File: src/rtl/csi_tx_clk_lane.sv
// MIPI CSI-2 D-PHY clock lane transmit sequencer (LP/HS entry, exit, ULPS).
// Optional ULPS path is enabled by defining CSI_TX_CLK_ULPS_EN.
module csi_tx_clk_lane #(
  parameter int T_LPX     = 4,
  parameter int T_PREP    = 3,
  parameter int T_ZERO    = 20,
  parameter int T_PRE     = 8,
  parameter int T_POST    = 12,
  parameter int T_TRAIL   = 5,
  parameter int T_HS_EXIT = 6,
  parameter int T_WAKEUP  = 16
) (
  input  logic ref_clock,
  input  logic reset_in_demet,
  input  logic hs_req,
  input  logic ulps_req,
  output logic lp_p,
  output logic lp_n,
  output logic hs_oe,
  output logic hs_clk_en,
  output logic hs_ready,
  output logic stop_state,
  output logic ulps_active
);

  typedef enum logic [3:0] {
    ST_STOP      = 4'd0,
    ST_HS_RQST   = 4'd1,
    ST_HS_PREP   = 4'd2,
    ST_HS_ZERO   = 4'd3,
    ST_HS_CLK    = 4'd4,
    ST_HS_POST   = 4'd5,
    ST_HS_TRAIL  = 4'd6,
    ST_HS_EXIT   = 4'd7
`ifdef CSI_TX_CLK_ULPS_EN
    ,
    ST_ULPS_RQST = 4'd8,
    ST_ULPS      = 4'd9,
    ST_ULPS_EXIT = 4'd10
`endif
  } state_t;

  localparam logic [7:0] LD_LPX   = 8'(T_LPX - 1);
  localparam logic [7:0] LD_PREP  = 8'(T_PREP - 1);
  localparam logic [7:0] LD_ZERO  = 8'(T_ZERO - 1);
  localparam logic [7:0] LD_PRE   = 8'(T_PRE - 1);
  localparam logic [7:0] LD_POST  = 8'(T_POST - 1);
  localparam logic [7:0] LD_TRAIL = 8'(T_TRAIL - 1);
  localparam logic [7:0] LD_EXIT  = 8'(T_HS_EXIT - 1);
`ifdef CSI_TX_CLK_ULPS_EN
  localparam logic [7:0] LD_WAKE  = 8'(T_WAKEUP - 1);
`endif

  state_t     state;
  state_t     state_n;
  logic [7:0] timer;
  logic [7:0] timer_n;
  logic       tmr_zero;

  logic lp_p_n;
  logic lp_n_n;
  logic hs_oe_n;
  logic clk_en_n;
  logic ready_n;
  logic stop_n;

  assign tmr_zero = (timer == 8'd0);

  // Next state and timer; the timer reloads on every state entry.
  always_comb begin
    state_n = state;
    timer_n = tmr_zero ? 8'd0 : timer - 8'd1;
    unique case (state)
      ST_STOP: begin
        if (hs_req) begin
          state_n = ST_HS_RQST;
          timer_n = LD_LPX;
        end
`ifdef CSI_TX_CLK_ULPS_EN
        else if (ulps_req) begin
          state_n = ST_ULPS_RQST;
          timer_n = LD_LPX;
        end
`endif
      end
      ST_HS_RQST: begin
        if (tmr_zero) begin
          state_n = ST_HS_PREP;
          timer_n = LD_PREP;
        end
      end
      ST_HS_PREP: begin
        if (tmr_zero) begin
          state_n = ST_HS_ZERO;
          timer_n = LD_ZERO;
        end
      end
      ST_HS_ZERO: begin
        if (tmr_zero) begin
          state_n = ST_HS_CLK;
          timer_n = LD_PRE;
        end
      end
      ST_HS_CLK: begin
        // Release only counts once the pre-toggle window has elapsed.
        if (tmr_zero && !hs_req) begin
          state_n = ST_HS_POST;
          timer_n = LD_POST;
        end
      end
      ST_HS_POST: begin
        if (tmr_zero) begin
          state_n = ST_HS_TRAIL;
          timer_n = LD_TRAIL;
        end
      end
      ST_HS_TRAIL: begin
        if (tmr_zero) begin
          state_n = ST_HS_EXIT;
          timer_n = LD_EXIT;
        end
      end
      ST_HS_EXIT: begin
        if (tmr_zero) begin
          state_n = ST_STOP;
          timer_n = 8'd0;
        end
      end
`ifdef CSI_TX_CLK_ULPS_EN
      ST_ULPS_RQST: begin
        if (tmr_zero) begin
          state_n = ST_ULPS;
          timer_n = 8'd0;
        end
      end
      ST_ULPS: begin
        if (!ulps_req) begin
          state_n = ST_ULPS_EXIT;
          timer_n = LD_WAKE;
        end
      end
      ST_ULPS_EXIT: begin
        if (tmr_zero) begin
          state_n = ST_STOP;
          timer_n = 8'd0;
        end
      end
`endif
      default: begin
        state_n = ST_STOP;
        timer_n = 8'd0;
      end
    endcase
  end

  // Outputs decoded from the next state so they register with it.
  always_comb begin
    lp_p_n   = 1'b0;
    lp_n_n   = 1'b0;
    hs_oe_n  = 1'b0;
    clk_en_n = 1'b0;
    stop_n   = 1'b0;
    unique case (state_n)
      ST_STOP: begin
        lp_p_n = 1'b1;
        lp_n_n = 1'b1;
        stop_n = 1'b1;
      end
      ST_HS_RQST: begin
        lp_n_n = 1'b1;
      end
      ST_HS_PREP: begin
        lp_p_n = 1'b0;
      end
      ST_HS_ZERO: begin
        hs_oe_n = 1'b1;
      end
      ST_HS_CLK: begin
        hs_oe_n  = 1'b1;
        clk_en_n = 1'b1;
      end
      ST_HS_POST: begin
        hs_oe_n  = 1'b1;
        clk_en_n = 1'b1;
      end
      ST_HS_TRAIL: begin
        hs_oe_n = 1'b1;
      end
      ST_HS_EXIT: begin
        lp_p_n = 1'b1;
        lp_n_n = 1'b1;
      end
`ifdef CSI_TX_CLK_ULPS_EN
      ST_ULPS_RQST: begin
        lp_p_n = 1'b1;
      end
      ST_ULPS: begin
        lp_p_n = 1'b0;
      end
      ST_ULPS_EXIT: begin
        lp_p_n = 1'b1;
      end
`endif
      default: begin
        lp_p_n = 1'b1;
        lp_n_n = 1'b1;
        stop_n = 1'b1;
      end
    endcase
  end

  assign ready_n = (state == ST_HS_CLK) && (state_n == ST_HS_CLK)
                && tmr_zero && hs_req;

  always_ff @(posedge ref_clock or posedge reset_in_demet) begin
    if (reset_in_demet) begin
      state      <= ST_STOP;
      timer      <= 8'd0;
      lp_p       <= 1'b1;
      lp_n       <= 1'b1;
      hs_oe      <= 1'b0;
      hs_clk_en  <= 1'b0;
      hs_ready   <= 1'b0;
      stop_state <= 1'b1;
    end else begin
      state      <= state_n;
      timer      <= timer_n;
      lp_p       <= lp_p_n;
      lp_n       <= lp_n_n;
      hs_oe      <= hs_oe_n;
      hs_clk_en  <= clk_en_n;
      hs_ready   <= ready_n;
      stop_state <= stop_n;
    end
  end

`ifdef CSI_TX_CLK_ULPS_EN
  always_ff @(posedge ref_clock or posedge reset_in_demet) begin
    if (reset_in_demet) begin
      ulps_active <= 1'b0;
    end else begin
      ulps_active <= (state_n == ST_ULPS);
    end
  end
`else
  logic ulps_unused;
  assign ulps_unused = ulps_req;
  assign ulps_active = 1'b0;
`endif

endmodule
File: config.mk
export PLATFORM = sky130hd
export DESIGN_NAME = csi_tx_clk_lane
export DESIGN_NICKNAME = d
export VERILOG_FILES = /design/src/rtl/csi_tx_clk_lane.sv
export SDC_FILE = /design/constraint.sdc
export NUM_CORES = 1
export LEC_CHECK = 0
export CAP_MARGIN = 20
export CORE_MARGIN = 2
export CORE_UTILIZATION = 49
export CTS_BUF_LIST = sky130_fd_sc_hd__clkbuf_4 sky130_fd_sc_hd__clkbuf_8 sky130_fd_sc_hd__clkbuf_16
export DETAILED_ROUTE_END_ITERATION = 10
export MAX_ROUTING_LAYER = met4
export PLACE_DENSITY = 0.85
export SLEW_MARGIN = 10
export SYNTH_ARGS = -nofsm -noshare
export SYNTH_HDL_FRONTEND = slang
export SYNTH_SLANG_ARGS = --single-unit
File: constraint.sdc
create_clock -name ref_clock -period 2 [get_ports ref_clock]
set_clock_uncertainty 0.1 [all_clocks]
set_input_delay 0.4 -clock ref_clock [delete_from_list [all_inputs] [get_ports ref_clock]]
set_output_delay 0.4 -clock ref_clock [all_outputs]
set_load 0.05 [all_outputs]
==> metrics.cfg <==
[status]
outcome=finished clean

[run]
max-cap-violations=0

[power_and_ir_drop]
power.density_nw_per_um2=1700
ir_worst_vdd_mv=0.817
total_power_mw=2.13
leakage_nw=0.548

[worst_setup_path]
cp_cell_sequence=clkdlybuf4s50_1
cp_num_buf_inv=1
arrival_ns=1.43
rrSetupSlack_ns=0.09
crit_type=reg2out
cpLargestDelayFamily=buffers and inverters
end_kind=primary output
path_max_fanout=1
critical-path-slowest-cell=clkdlybuf4s50_1
rr_endpoint=timer[4]
crit_path_start_kind=flop
path_depth=1
r2r-start=timer[0]
reg2reg_depth=7
slowest_delay_ns=0.80
crit_required_ns=1.50

[clock_network]
clkTransAtPathRegs_ns=0.10
clock_latency_ns=0.30
cts_buffer_depth=2
cts_tree=yes
htreeDepth=1
cts.sinks=18
clockRootBuffer=clkbuf_4
numCtsBuffers=3

[cells_and_area]
mostFrequentLayoutCells=15 x nor2_1, 15 x dfrtp_1, 14 x buf_4, 7 x a21oi_1
num-fill-cells=179
multi_input_comb_area_sq_um=539
layout-drive-gt1-share=0.221
nets=138
diodes=0
syn_to_final_growth_pct=18.9
regArea_sq_um=454

[timing]
slew_violations=0
tns_ns=0
slew_headroom=0.655
worstMarginPinSlew_ns=0.517
period_share=0.966
rsz0062_at_grt=false
finalSetupViolCount=0
period_needed_ns=1.93
timing.fmax_mhz=518
finalHoldViolations=0
fin_ws_ns=0.0686
holdWs_ns=0.305

[detailed_routing]
post_drt_wl_per_cell_um=13.4
first_pass_iters=4
drt_iter0_drc=22
drc=0
routed_wl_um=2120
ant_nets=0
viasPerCell=5.48
vias=866

[yosys]
synth_area_leaders=dfrtp_1 36%, dfstp_2 7.5%, nor2_1 5.4%
synth_top_area_cell=dfrtp_1
synth-edff-count=0
syn_area_per_cell_sq_um=9.23
syn_inst=114
async_reset_ff_frac=1.00
yosys_warnings=0
ys_types=40
ys_seq_area_frac=0.432
ys_ff_latch=18
synth_top_flop_cell=dfrtp_1
synth.top_cell.area_share=0.357
syn_area_sq_um=1050

[global_route]
grt_first_pass_wirelength_um=3790
grt_max_degree=19
antenna_found_initial=0
grt-ovfl-total=0
track_usage=0.205
grt_pass1_vias=823

[placement]
gp_congestion=0.840
portBuffers=8
dp_hpwl_um=1540
place_worst_setup_slack_ns=0.0160

[hold_path]
hold_path.class=in2async

[floorplan]
ios=11
die_h_um=50.3
dieArea_sq_um=2530
num_rows=16
die_w_um=50.3
start_util=0.526
core_sq_um=2000

-- logic make-up (layout without fill, tap and decap cells) --
group | count (synthesis) | in the layout | synth area share
DFF | 18 | 18 | 0.432
muxes | 3 | 3 | 0.0297
buffers and inverters | 13 | 29 | 0.0618
other | 1 | 2 | 0.00356
xor gates and xnor gates | 6 | 6 | 0.0499
AOI/OAI and AO/OA | 26 | 26 | 0.162
and+or+nand+nor | 45 | 45 | 0.238
adders and majority gates | 2 | 2 | 0.0238
-- metal layers --
layer  wire length (um)  GRT usage
met2                950      0.298
met5                  0          -
met4                 48      0.108
met3                 43     0.0179
met1               1080      0.285
-- power breakdown --
group / internal (mW) / switching [mW]
Combinational: 0.663 / 0.632
Sequential: 0.477 / 0.152
Clock: 0.0913 / 0.112
-- cells in the mapped netlist, types with 2 or more instances --
master and number:
inv_1 5, nor2_1 15, a21oi_1 7, dfrtp_1 15, o21ai_0 5, buf_4 2
nor3b_1 5, nand3_1 2, nand2b_1 2, or2_2 2, mux2i_1 2, nor2b_1 2
nor3_1 5, nor4_1 2, xor2_1 3, xnor2_1 3, a211oi_1 3, a31oi_1 3
nand2_1 4, ha_1 2, dfstp_2 3, clkbuf_1 4
-- state kept, by name, indices dropped and copies added, names as in the netlist --
signal,flops
hs_oe,1
state,4
lp_p,1
hs_clk_en,1
timer,8
hs_ready,1
lp_n,1
stop_state,1
-- cell type report --
type / count / area share
multi-input combinational: 84 / 0.431
sequential: 18 / 0.363
timing repair buffer: 20 / 0.140
tap: 27 / 0.0270
clock buffer: 4 / 0.0240
inverter: 5 / 0.0150
-- timing repair --
action | CTS | global route
gates resized for setup | 1 | 0
pin swaps | 1 | 1
endpoints found under the setup margin | 3 | 6
hold buffers | 0 | 0
setup buffers | 1 | 1
cloned | 0 | 0
-- metrics by stage --
stage,std cells,utilization,instance area [sq um]
6_report,158,0.625,1250
5_1_grt,158,0.625,1250
4_1_cts,157,0.615,1230
3_5_place_dp,152,0.595,1190
3_3_place_gp,152,0.595,1190
2_1_floorplan,115,-,1060
-- worst max path at each step --
stage,end,start,slack [ns]
final,hs_ready,hs_ready,0.07
after global routing,timer[4],timer[1],0.01
after CTS,hs_clk_en,hs_clk_en,0.06
after detailed placement,state[0],timer[0],0.02
after global placement,state[0],timer[0],0.06
after floorplan,state[2],timer[0],0.08
No activity file was read; power rests on OpenSTA's default activity.
